[src/rtl/dec_bcd_pkg.sv]
// Shared widths and constants for the keypad decimal-to-BCD encoder path.
package dec_bcd_pkg;

   localparam int DEC_W = 10;
   localparam int BCD_W = 4;

   localparam logic [BCD_W-1:0] BCD_INVALID = 4'd0;

endpackage

[src/rtl/dec_priority_enc.sv]
// Combinational priority encoder: index of the highest set key line.
module dec_priority_enc
   import dec_bcd_pkg::*;
(
   input  logic [DEC_W-1:0] dec,
   output logic [BCD_W-1:0] idx,
   output logic             any_set
);

   // Highest key wins when several lines are pressed together.
   always_comb begin
      idx     = BCD_INVALID;
      any_set = |dec;
      if      (dec[9]) idx = 4'd9;
      else if (dec[8]) idx = 4'd8;
      else if (dec[7]) idx = 4'd7;
      else if (dec[6]) idx = 4'd6;
      else if (dec[5]) idx = 4'd5;
      else if (dec[4]) idx = 4'd4;
      else if (dec[3]) idx = 4'd3;
      else if (dec[2]) idx = 4'd2;
      else if (dec[1]) idx = 4'd1;
      else if (dec[0]) idx = 4'd0;
   end

endmodule

[src/rtl/dec_to_bcd_encoder.sv]
// Registered keypad encoder: 10 key lines to a BCD digit plus a level valid flag,
// gated by EN, one cycle of latency.
module dec_to_bcd_encoder
   import dec_bcd_pkg::*;
(
   input  logic             clk,
   input  logic             reset,
   input  logic [DEC_W-1:0] DEC,
   input  logic             EN,
   output logic [BCD_W-1:0] BCD,
   output logic             DATA_VALID
);

   logic [BCD_W-1:0] idx;
   logic             any_set;
   logic             valid_n;
   logic [BCD_W-1:0] bcd_n;

   dec_priority_enc u_prio (
      .dec     (DEC),
      .idx     (idx),
      .any_set (any_set)
   );

   // Forcing BCD to BCD_INVALID when not valid keeps idle output at a known 0.
   assign valid_n = EN & any_set;
   assign bcd_n   = valid_n ? idx : BCD_INVALID;

   always_ff @(posedge clk) begin
      if (reset) begin
         BCD        <= BCD_INVALID;
         DATA_VALID <= 1'b0;
      end else begin
         BCD        <= bcd_n;
         DATA_VALID <= valid_n;
      end
   end

endmodule

[config.mk]
export PLATFORM = sky130hd
export DESIGN_NAME = dec_to_bcd_encoder
export DESIGN_NICKNAME = d
export VERILOG_FILES = /design/src/rtl/dec_bcd_pkg.sv /design/src/rtl/dec_priority_enc.sv /design/src/rtl/dec_to_bcd_encoder.sv
export SDC_FILE = /design/constraint.sdc
export NUM_CORES = 1
export LEC_CHECK = 0
export CORE_AREA = 2 2 39 41
export CTS_CLUSTER_SIZE = 25
export DETAILED_ROUTE_END_ITERATION = 10
export DIE_AREA = 0 0 41 43
export PLACE_DENSITY = 0.59
export SYNTH_ARGS = -nofsm -noshare
export SYNTH_HDL_FRONTEND = slang
export SYNTH_HIERARCHICAL = 1
export SYNTH_SLANG_ARGS = --single-unit
[constraint.sdc]
create_clock -name clk -period 1.5 [get_ports clk]
set_clock_uncertainty 0.15 [all_clocks]
set_input_delay 0.45 -clock clk [delete_from_list [all_inputs] [get_ports clk]]
set_output_delay 0.45 -clock clk [all_outputs]
set_load 0.02 [all_outputs]
==> results.yml, run 1 <==
timing:
  finalCritPeriodShare: 0.968
  fin_hold_ws_ns: 0.522
  period_needed_ns: 1.45
  tightest_slew_ns: 0.251
  slew_headroom: 0.832
  setup_tns_ns: 0
  fmax_ghz: 0.689
  setup_viol: 0
  slew_violations: 0
  hold_viol: 0
drt:
  drt.antenna.violating_nets: 0
  wl_per_cell_um: 10.2
  vias: 281
  dr.pass1.iters: 2
  avgViaCountPerCell: 4.19
  dr.first_iter.drc_count: 1
  drc: 0
  wl_um: 684
critical_path:
  crit_chain: "dlygate4sd2_1"
  critPathBufInv: 1
  path_class: "register to primary output"
  crit_fanout: 1
  arrival_ns: 0.85
  critPathRequiredTime_ns: 0.90
  critPathTopFamily: "buffers and inverters"
  startpoint_type: "register"
  slowest_delay_ns: 0.32
  slowest_stage: "dlygate4sd2_1"
  end_kind: "primary output"
power_and_ir_drop:
  p_total_mw: 0.373
  power_leakage_nw: 0.257
  power_density_mw_per_mm2: 742
  ir_worst_vdd_mv: 0.159
die:
  die_y_um: 43
  start_util: 0.178
  die_w_um: 41
  rows: 14
  core_area_mm2: 0.00138
  dieArea_mm2: 0.00176
  io_pins: 18
place:
  place_inst: 61
  dpl.hpwl_um: 481
  gp_congestion: 0.713
  port_buffers: 17
logic_synthesis:
  netlist.top_cell.by_area: "dfxtp_1"
  async_flop_share: 0
  synthFlopType: "dfxtp_1"
  yosys-top-cells-count: "dfxtp_1 (5), and4b_1 (4), nor2_1 (4)"
  synth_edf_count: 0
  yosysSeqAreaShare: 0.406
  yosysUniqueCellTypes: 13
  avgSynthCellArea_um2: 9.86
  yosysWarnings: 6
  ys_ff_latch: 5
  syn-cell-area_um2: 246
  synth.most_common_cell: "dfxtp_1"
  synth.area.top_cells: "dfxtp_1 (41%), and4b_1 (16%), nor2_1 (6.1%)"
  synth_cells: 25
  synth_top_cell_area_share: 0.406
  syn-num-nets: 38
global_route:
  grt_max_degree: 6
  gr-usage-met1: 0.0868
  use_met3: 0.0105
  grt_pass1_wl_um: 1040
  grt_overflow: 0
  grt.total_usage: 0.0914
  grt_busiest_layer: "met2"
  antenna_found_initial: 0
  grt_pass1_vias: 298
  met2_usage: 0.147
cts:
  cts_max_path_buffers: 2
  htree_levels: 1
  path_clk_slew_ns: 0.04
  cts_tree: "yes"
  root_buffer: "clkbuf_4"
  clock-sinks: 5
  numCtsBuffers: 3
hold_path:
  hp-class: "input port to register"
  min_from: "DEC[9]"
  hold_end: "BCD[3]$_SDFF_PP0_"
  hold_path_depth: 4
cells_and_area:
  syn_to_final_growth_pct: 104
  final_cells: 67
  nNetsFinal: 65
  diodes: 0
  drive_above_1_share: 0.353
flow_run:
  maxCapViolCount: 0
status:
  status: "completed"
layout make-up:
| cell class | instances | area (um^2) |
|---|---|---|
| fillers | 161 | 881 |
| repair buffers | 22 | 186 |
| multi-input cells | 18 | 163 |
| flip-flops and latches | 5 | 100 |
| clock buffers | 4 | 26.3 |
| well taps | 16 | 20.0 |
| inverters | 2 | 7.51 |
state kept, by name, summed over array words and instances, names as in the netlist:
register,count
BCD,4
DATA_VALID,1
through the flow:
step	util	worst slack (ns)	instance area, um^2
after floorplan	-	0.111	246
after global placement	0.332	-0.412	459
after detailed placement	0.332	-0.453	459
after CTS	0.362	0.00484	500
after global routing	0.363	-0.0161	503
final	0.363	0.0483	503
power breakdown:
part	switching (mW)	internal (mW)
logic	0.0369	0.0457
registers	0.000907	0.139
clock network	0.0501	0.100
total	0.0879	0.285
cell families after synthesis:
| logic type | after synthesis | synth area share |
|---|---|---|
| buffers and inverters | 2 | 0.0305 |
| flip-flops | 5 | 0.406 |
| AND/OR/NAND/NOR | 15 | 0.457 |
| AO/OA/AOI/OAI | 3 | 0.107 |
placed cells by master (no fill, tap or decap):
master / n
and3b_2: 1
dlygate4sd2_1: 9
o31ai_2: 1
nor2_1: 3
dfxtp_1: 5
o31a_1: 1
a21oi_1: 1
and4b_1: 4
nor3b_2: 1
nor2b_4: 1
clkbuf_1: 1
nand4_1: 1
inv_1: 2
nor4_4: 1
buf_4: 5
dlymetal6s2s_1: 2
nor3_2: 1
nor3_1: 1
clkbuf_2: 3
clkbuf_4: 3
nor2_2: 1
clkdlybuf4s50_1: 3
how the worst max path moves through the flow:
stage	start	endpoint	slack (ns)	cells past startpoint
finish	BCD[1]$_SDFF_PP0_	BCD[1]	0.05	1
global placement	DEC[6]	DATA_VALID$_SDFF_PP0_	-0.41	4
floorplan	DEC[6]	DATA_VALID$_SDFF_PP0_	0.11	3
global route	DEC[4]	DATA_VALID$_SDFF_PP0_	-0.02	4
CTS	DEC[8]	BCD[0]$_SDFF_PP0_	0.005	5
detailed placement	DEC[4]	DATA_VALID$_SDFF_PP0_	-0.45	4
layer usage:
layer	share of wire	routed length (um)	vias up
met5	0	0	-
met4	0.028	19	0
li1	-	-	146
met1	0.36	246	114
met2	0.53	360	19
met3	0.086	59	2
repair_timing:
item                                   in CTS  in global routing
endpoints found under the hold margin       0                  0
resized for setup                          16                  9
hold buffers                                0                  0
pin swaps                                   7                  8
setup buffers                               2                  0
setup endpoints to repair                  10                  5
Power figures use the tool's default switching activity.
==> run 2: changes to the inputs <==
Settings changed: ABC_AREA from default to 0, PLACE_DENSITY 0.59 to 0.56, SYNTH_HIERARCHICAL 1 to default.
==> run 2 against run 1 <==
  * Sequential cell count is the same
  * Routed wire length shrank 2.3%
  * Sequential power is essentially flat
  * Combinational power grew 2.8%
  * Sequential share of layout area grew 0.30 points
  * Non-clock buffer count grew 3
  * Clock-buffer cell count is the same
  * Maximum frequency shrank 1.2%
==> results.yml, run 2 <==
status:
  status: "completed"
die:
  die_y_um: 43
  dieArea_mm2: 0.00176
  core_area_mm2: 0.00138
  die_w_um: 41
  io_pins: 18
  start_util: 0.156
  rows: 14
drt:
  dr_wl_met2_um: 367
  wl_per_cell_um: 9.97
  top_layer_used: "met3"
  drt.antenna.violating_nets: 0
  avgViaCountPerCell: 4.09
  vias: 274
  route.met3.wl_um: 67
  dr.first_iter.drc_count: 3
  wl_um: 668
  dr.pass1.iters: 2
  drc: 0
  drt-met1-wl_um: 234
timing:
  setup_tns_ns: 0
  hold_viol: 0
  finalCritPeriodShare: 0.979
  period_needed_ns: 1.47
  setup_viol: 0
  layout_setup_ws_ns: 0.0309
  slew_headroom: 0.834
  rsz0062_at_grt: "false"
  tightest_slew_ns: 0.247
  slew_violations: 0
  fmax_ghz: 0.681
critical_path:
  startpoint_type: "input port"
  end_kind: "register"
  critPathRequiredTime_ns: 1.48
  arrival_ns: 1.45
  path_class: "input port to register"
  crit_fanout: 2
cells_and_area:
  nNetsFinal: 65
  layout_common_cells: "clkdlybuf4s50_1 (8), buf_4 (8), dlygate4sd2_1 (6), dfxtp_1 (5)"
  stdcell_area_um2: 495
  drive_above_1_share: 0.294
  largest_reg_flops: 4
  diodes: 0
  reg_top3: "BCD (4), DATA_VALID (1)"
  syn_to_final_growth_pct: 130
  top_register: "BCD"
cts:
  cts_hold_buf: 0
  numCtsBuffers: 3
  cts_tree: "yes"
  path_clk_slew_ns: 0.04
  cts_max_path_buffers: 2
  clock-sinks: 5
  root_buffer: "clkbuf_4"
  htree_levels: 1
logic_synthesis:
  synthFlopType: "dfxtp_1"
  yosys-top-cells-count: "dfxtp_1 (5), nor2_1 (4), nand2b_1 (2), nor3_1 (2)"
  avgSynthCellArea_um2: 9.78
  synth_cells: 22
  synth.most_common_cell: "dfxtp_1"
  async_flop_share: 0
  ys_ff_latch: 5
  syn-cell-area_um2: 215
  synth.area.top_cells: "dfxtp_1 (47%), a41oi_2 (7.6%), nor2_1 (7.0%)"
  yosysWarnings: 0
  yosysUniqueCellTypes: 13
  syn-num-nets: 35
  synth_edf_count: 0
  synth_top_cell_area_share: 0.465
  netlist.top_cell.by_area: "dfxtp_1"
  yosysSeqAreaShare: 0.465
power_and_ir_drop:
  power_leakage_nw: 0.215
  power_density_mw_per_mm2: 769
  p_total_mw: 0.381
  ir_worst_vdd_mv: 0.277
global_route:
  grt_overflow: 0
  grt_pass1_vias: 282
  grt_max_degree: 5
  grt_pass1_wl_um: 1090
  antenna_found_initial: 0
  grt.total_usage: 0.0996
flow_run:
  maxCapViolCount: 0
place:
  dpl.hpwl_um: 505
  pre_cts_ws_ns: -0.377
  port_buffers: 17
  dpl-instance-area_um2: 458
  gp_congestion: 0.644
hold_path:
  hp-class: "input port to register"
## run 2: cell types whose count changed after synthesis
cell,change
and3b_2,-1
nand4_1,-1
o31a_2,+1
nor4_1,+1
o31a_1,-1
nor3b_2,-1
o311a_1,+1
o21a_1,+1
o31ai_2,-1
nand2b_1,+2
a41oi_2,+1
inv_1,-1
and4b_1,-4
## run 2: path summary, 6_finish.rpt
check / from / slack, ns / end / depth (start not counted)
hold / removal: DEC[5] / 0.63 / DATA_VALID$_SDFF_PP0_ / 3
setup / recovery: DEC[1] / 0.03 / BCD[0]$_SDFF_PP0_ / 4
## run 2: cell families (layout without fill, tap and decap cells)
kind of cell,Yosys count,after routing,synth area share
compound gates,5,5,0.227
buf+inv,1,30,0.0174
flops,5,5,0.465
simple gates,11,11,0.291
## run 2: worst max-delay path, cell delays in order
cell	delay (ns)
clkdlybuf4s50_1	0.42
nor2b_1	0.14
o21a_1	0.16
o31a_2	0.27
## run 2: per-layer routing
layer	vias up	track usage
met4	0	0.0800
met5	-	0
li1	141	-
met2	11	0.156
met1	122	0.0777
met3	0	0.0681
## run 2: cell type report
type | instances | area, um^2
sequential | 5 | 100
clock buffer | 4 | 26.3
multi-input combinational | 16 | 123
inverter | 1 | 3.75
fill | 163 | 888
timing repair buffer | 25 | 223
tap | 16 | 20.0
## run 2: metrics by stage
stage | util | hold WS (ns) | instances
after floorplan | - | 0.378 | 22
after global placement | 0.331 | 0.936 | 62
after detailed placement | 0.331 | 0.918 | 62
after CTS | 0.354 | 0.622 | 67
after global routing | 0.358 | 0.650 | 67
final | 0.358 | 0.629 | 67
## run 2: timing repair
item	in CTS	in global routing
gates resized for setup	10	4
setup buffers	1	0
setup endpoints to repair	8	5
pin swaps	2	3
## run 2: power by group
group	total [mW]	switching (mW)	internal, mW
clock	0.156	0.0550	0.101
sequential	0.140	0.00133	0.139
combinational	0.0849	0.0345	0.0504
==> run 3: changes to the inputs <==
Settings changed: ABC_CLOCK_PERIOD_IN_PS from default to 1500, CAP_MARGIN from default to 20.
==> results of run 3 <==
No change in the layout: final DEF, timing and power equal those of run 2.
==> RTL edit, RTL diff (flow settings as in run 3) <==
Make the reset (`reset`) asynchronous in one clocked block.
--- a/src/rtl/dec_to_bcd_encoder.sv
+++ b/src/rtl/dec_to_bcd_encoder.sv
@@ -28,3 +28,3 @@
 
-   always_ff @(posedge clk) begin
+   always_ff @(posedge clk or posedge reset) begin
       if (reset) begin
Formal check against the unedited RTL: differs if reset is asserted again (counterexample within 4 cycles, from zero or initial values and one cycle with reset high); with reset held inactive, the same outputs for 10 cycles.
==> RTL edit against run 3 <==
The run now ends with negative setup slack left; total power down 0.12%; die area unchanged; setup slack worse by 0.12 ns; count of clock-buffer cells in the layout unchanged; final area down 1.8%; sequential share of layout area up 5.5 points; routed wire length down 4.0%; synthesized area up 20%; non-clock buffer count down 3; sequential cell count unchanged; critical path type unchanged.
==> RTL edit: results (changes against run 3) <==
stage,metric,value,unit,change
global_route,grt_max_degree,6,,+1
routing,drt_iter0_markers,0,,-3
layout,seq-cell-share,25.7,%,+5.5 points
power,pwr-share-comb,22.5,%,+0.2 points
setup_path,crit_start,DEC[0],,
synthesis,synth.area.top_cells,"dfrtp_1 (49%), o41ai_4 (11%), nor2b_1 (7.3%), inv_1 (4.4%), nor2_1 (4.4%)",,
power,peakVddDrop,183,µV,-34%
layout,area_growth,88.8,%,
synthesis,synth_common_cells,"dfrtp_1 (5), inv_1 (3), nor2_1 (3), nor2b_1 (3), o21ai_0 (2)",,
run_status,violations,negative setup slack,,
placed_design,postPlaceCellArea,485,µm²,+6.0%
routing,vias_per_cell,4.21,,+3.0%
global_route,grt_usage,9.75,%,-0.21 points
layout,drive_gt1_share,42.0,%,+13 points
setup_path,crit_path_max_fanout,3,,+1
layout,multi_input_area_share,26.7,%,+2.0 points
layout,n_sequential_cell,5,,unchanged
setup_path,cpPeakStageDelay,0.54,ns,+0.12 ns
sta,setup_violations,3,,+3
global_route,grt_pass1_wl,1110,µm,+1.8%
power,pwr-share-seq,37.8,%,+0.9 points
sta,setup_slack,-0.0897,ns,-0.121 ns
layout,clkCellAreaFrac,5.40,%,+0.095 points
setup_path,arrival,1.54,ns,+0.09 ns
routing,routed_wl,641,µm,-4.0%
global_route,grt_pass1_vias,292,,+3.5%
synthesis,synthArstFlopShare,100,%,+100 points
power,p_clk,0.151,mW,-3%
power,p_leak,0.237,nW,+10%
layout,final.signal_buffer_count,22,,-12%
sta,slew_headroom,77.5,%,-5.9 points
layout,buf_share,35.7,%,-9.2 points
setup_path,critPathTopFamily,simple AND/OR/NAND/NOR gates,,
synthesis,synth_compound_area_share,23.8,%,+1.1 points
run_status,outcome,"complete, but fails checks",,
layout,fillCellCount,165,,+1.2%
sta,holdWs,0.265,ns,-0.364 ns
clock_network,postCtsSetupBuffers,0,,-1
routing,first_pass_iters,1,,-1
synthesis,syn_inst,24,,+9.1%
layout,multiInputGateArea,130,µm²,+6.1%
layout,finalNetCount,64,,-1.5%
layout,inv_count,3,,+2
RTL edit: changes by cell type after synthesis, sizes merged, moves of 2 or more:
cell | before | now
nor4 | 2 | 0
nor2b | 1 | 3
dfxtp | 5 | 0
dfrtp | 0 | 5
o21ai | 0 | 2
or4 | 0 | 2
nand2b | 2 | 0
inv | 1 | 3
RTL edit: worst max-delay path by stage:
stage                     endpoint  cells after the start
final                       BCD[0]                      4
after global routing        BCD[0]                      4
after CTS                   BCD[0]                      4
after detailed placement    BCD[1]                      4
after global placement      BCD[1]                      4
after floorplan             BCD[1]                      3
RTL edit: layer usage:
layer  part of all wire, %  vias to the layer above  global-route usage, %
met2                    50                       15                   14.4
met1                    38                      122                   10.6
met4                   3.0                        0                   12.0
met5                     0                        -                      0
li1                      -                      139                      -
met3                   9.2                        2                      0
RTL edit: what timing repair did:
item,4_1_cts,5_1_grt
endpoints found under the setup margin,9,6
pin swaps,4,0
gates resized for setup,40,3
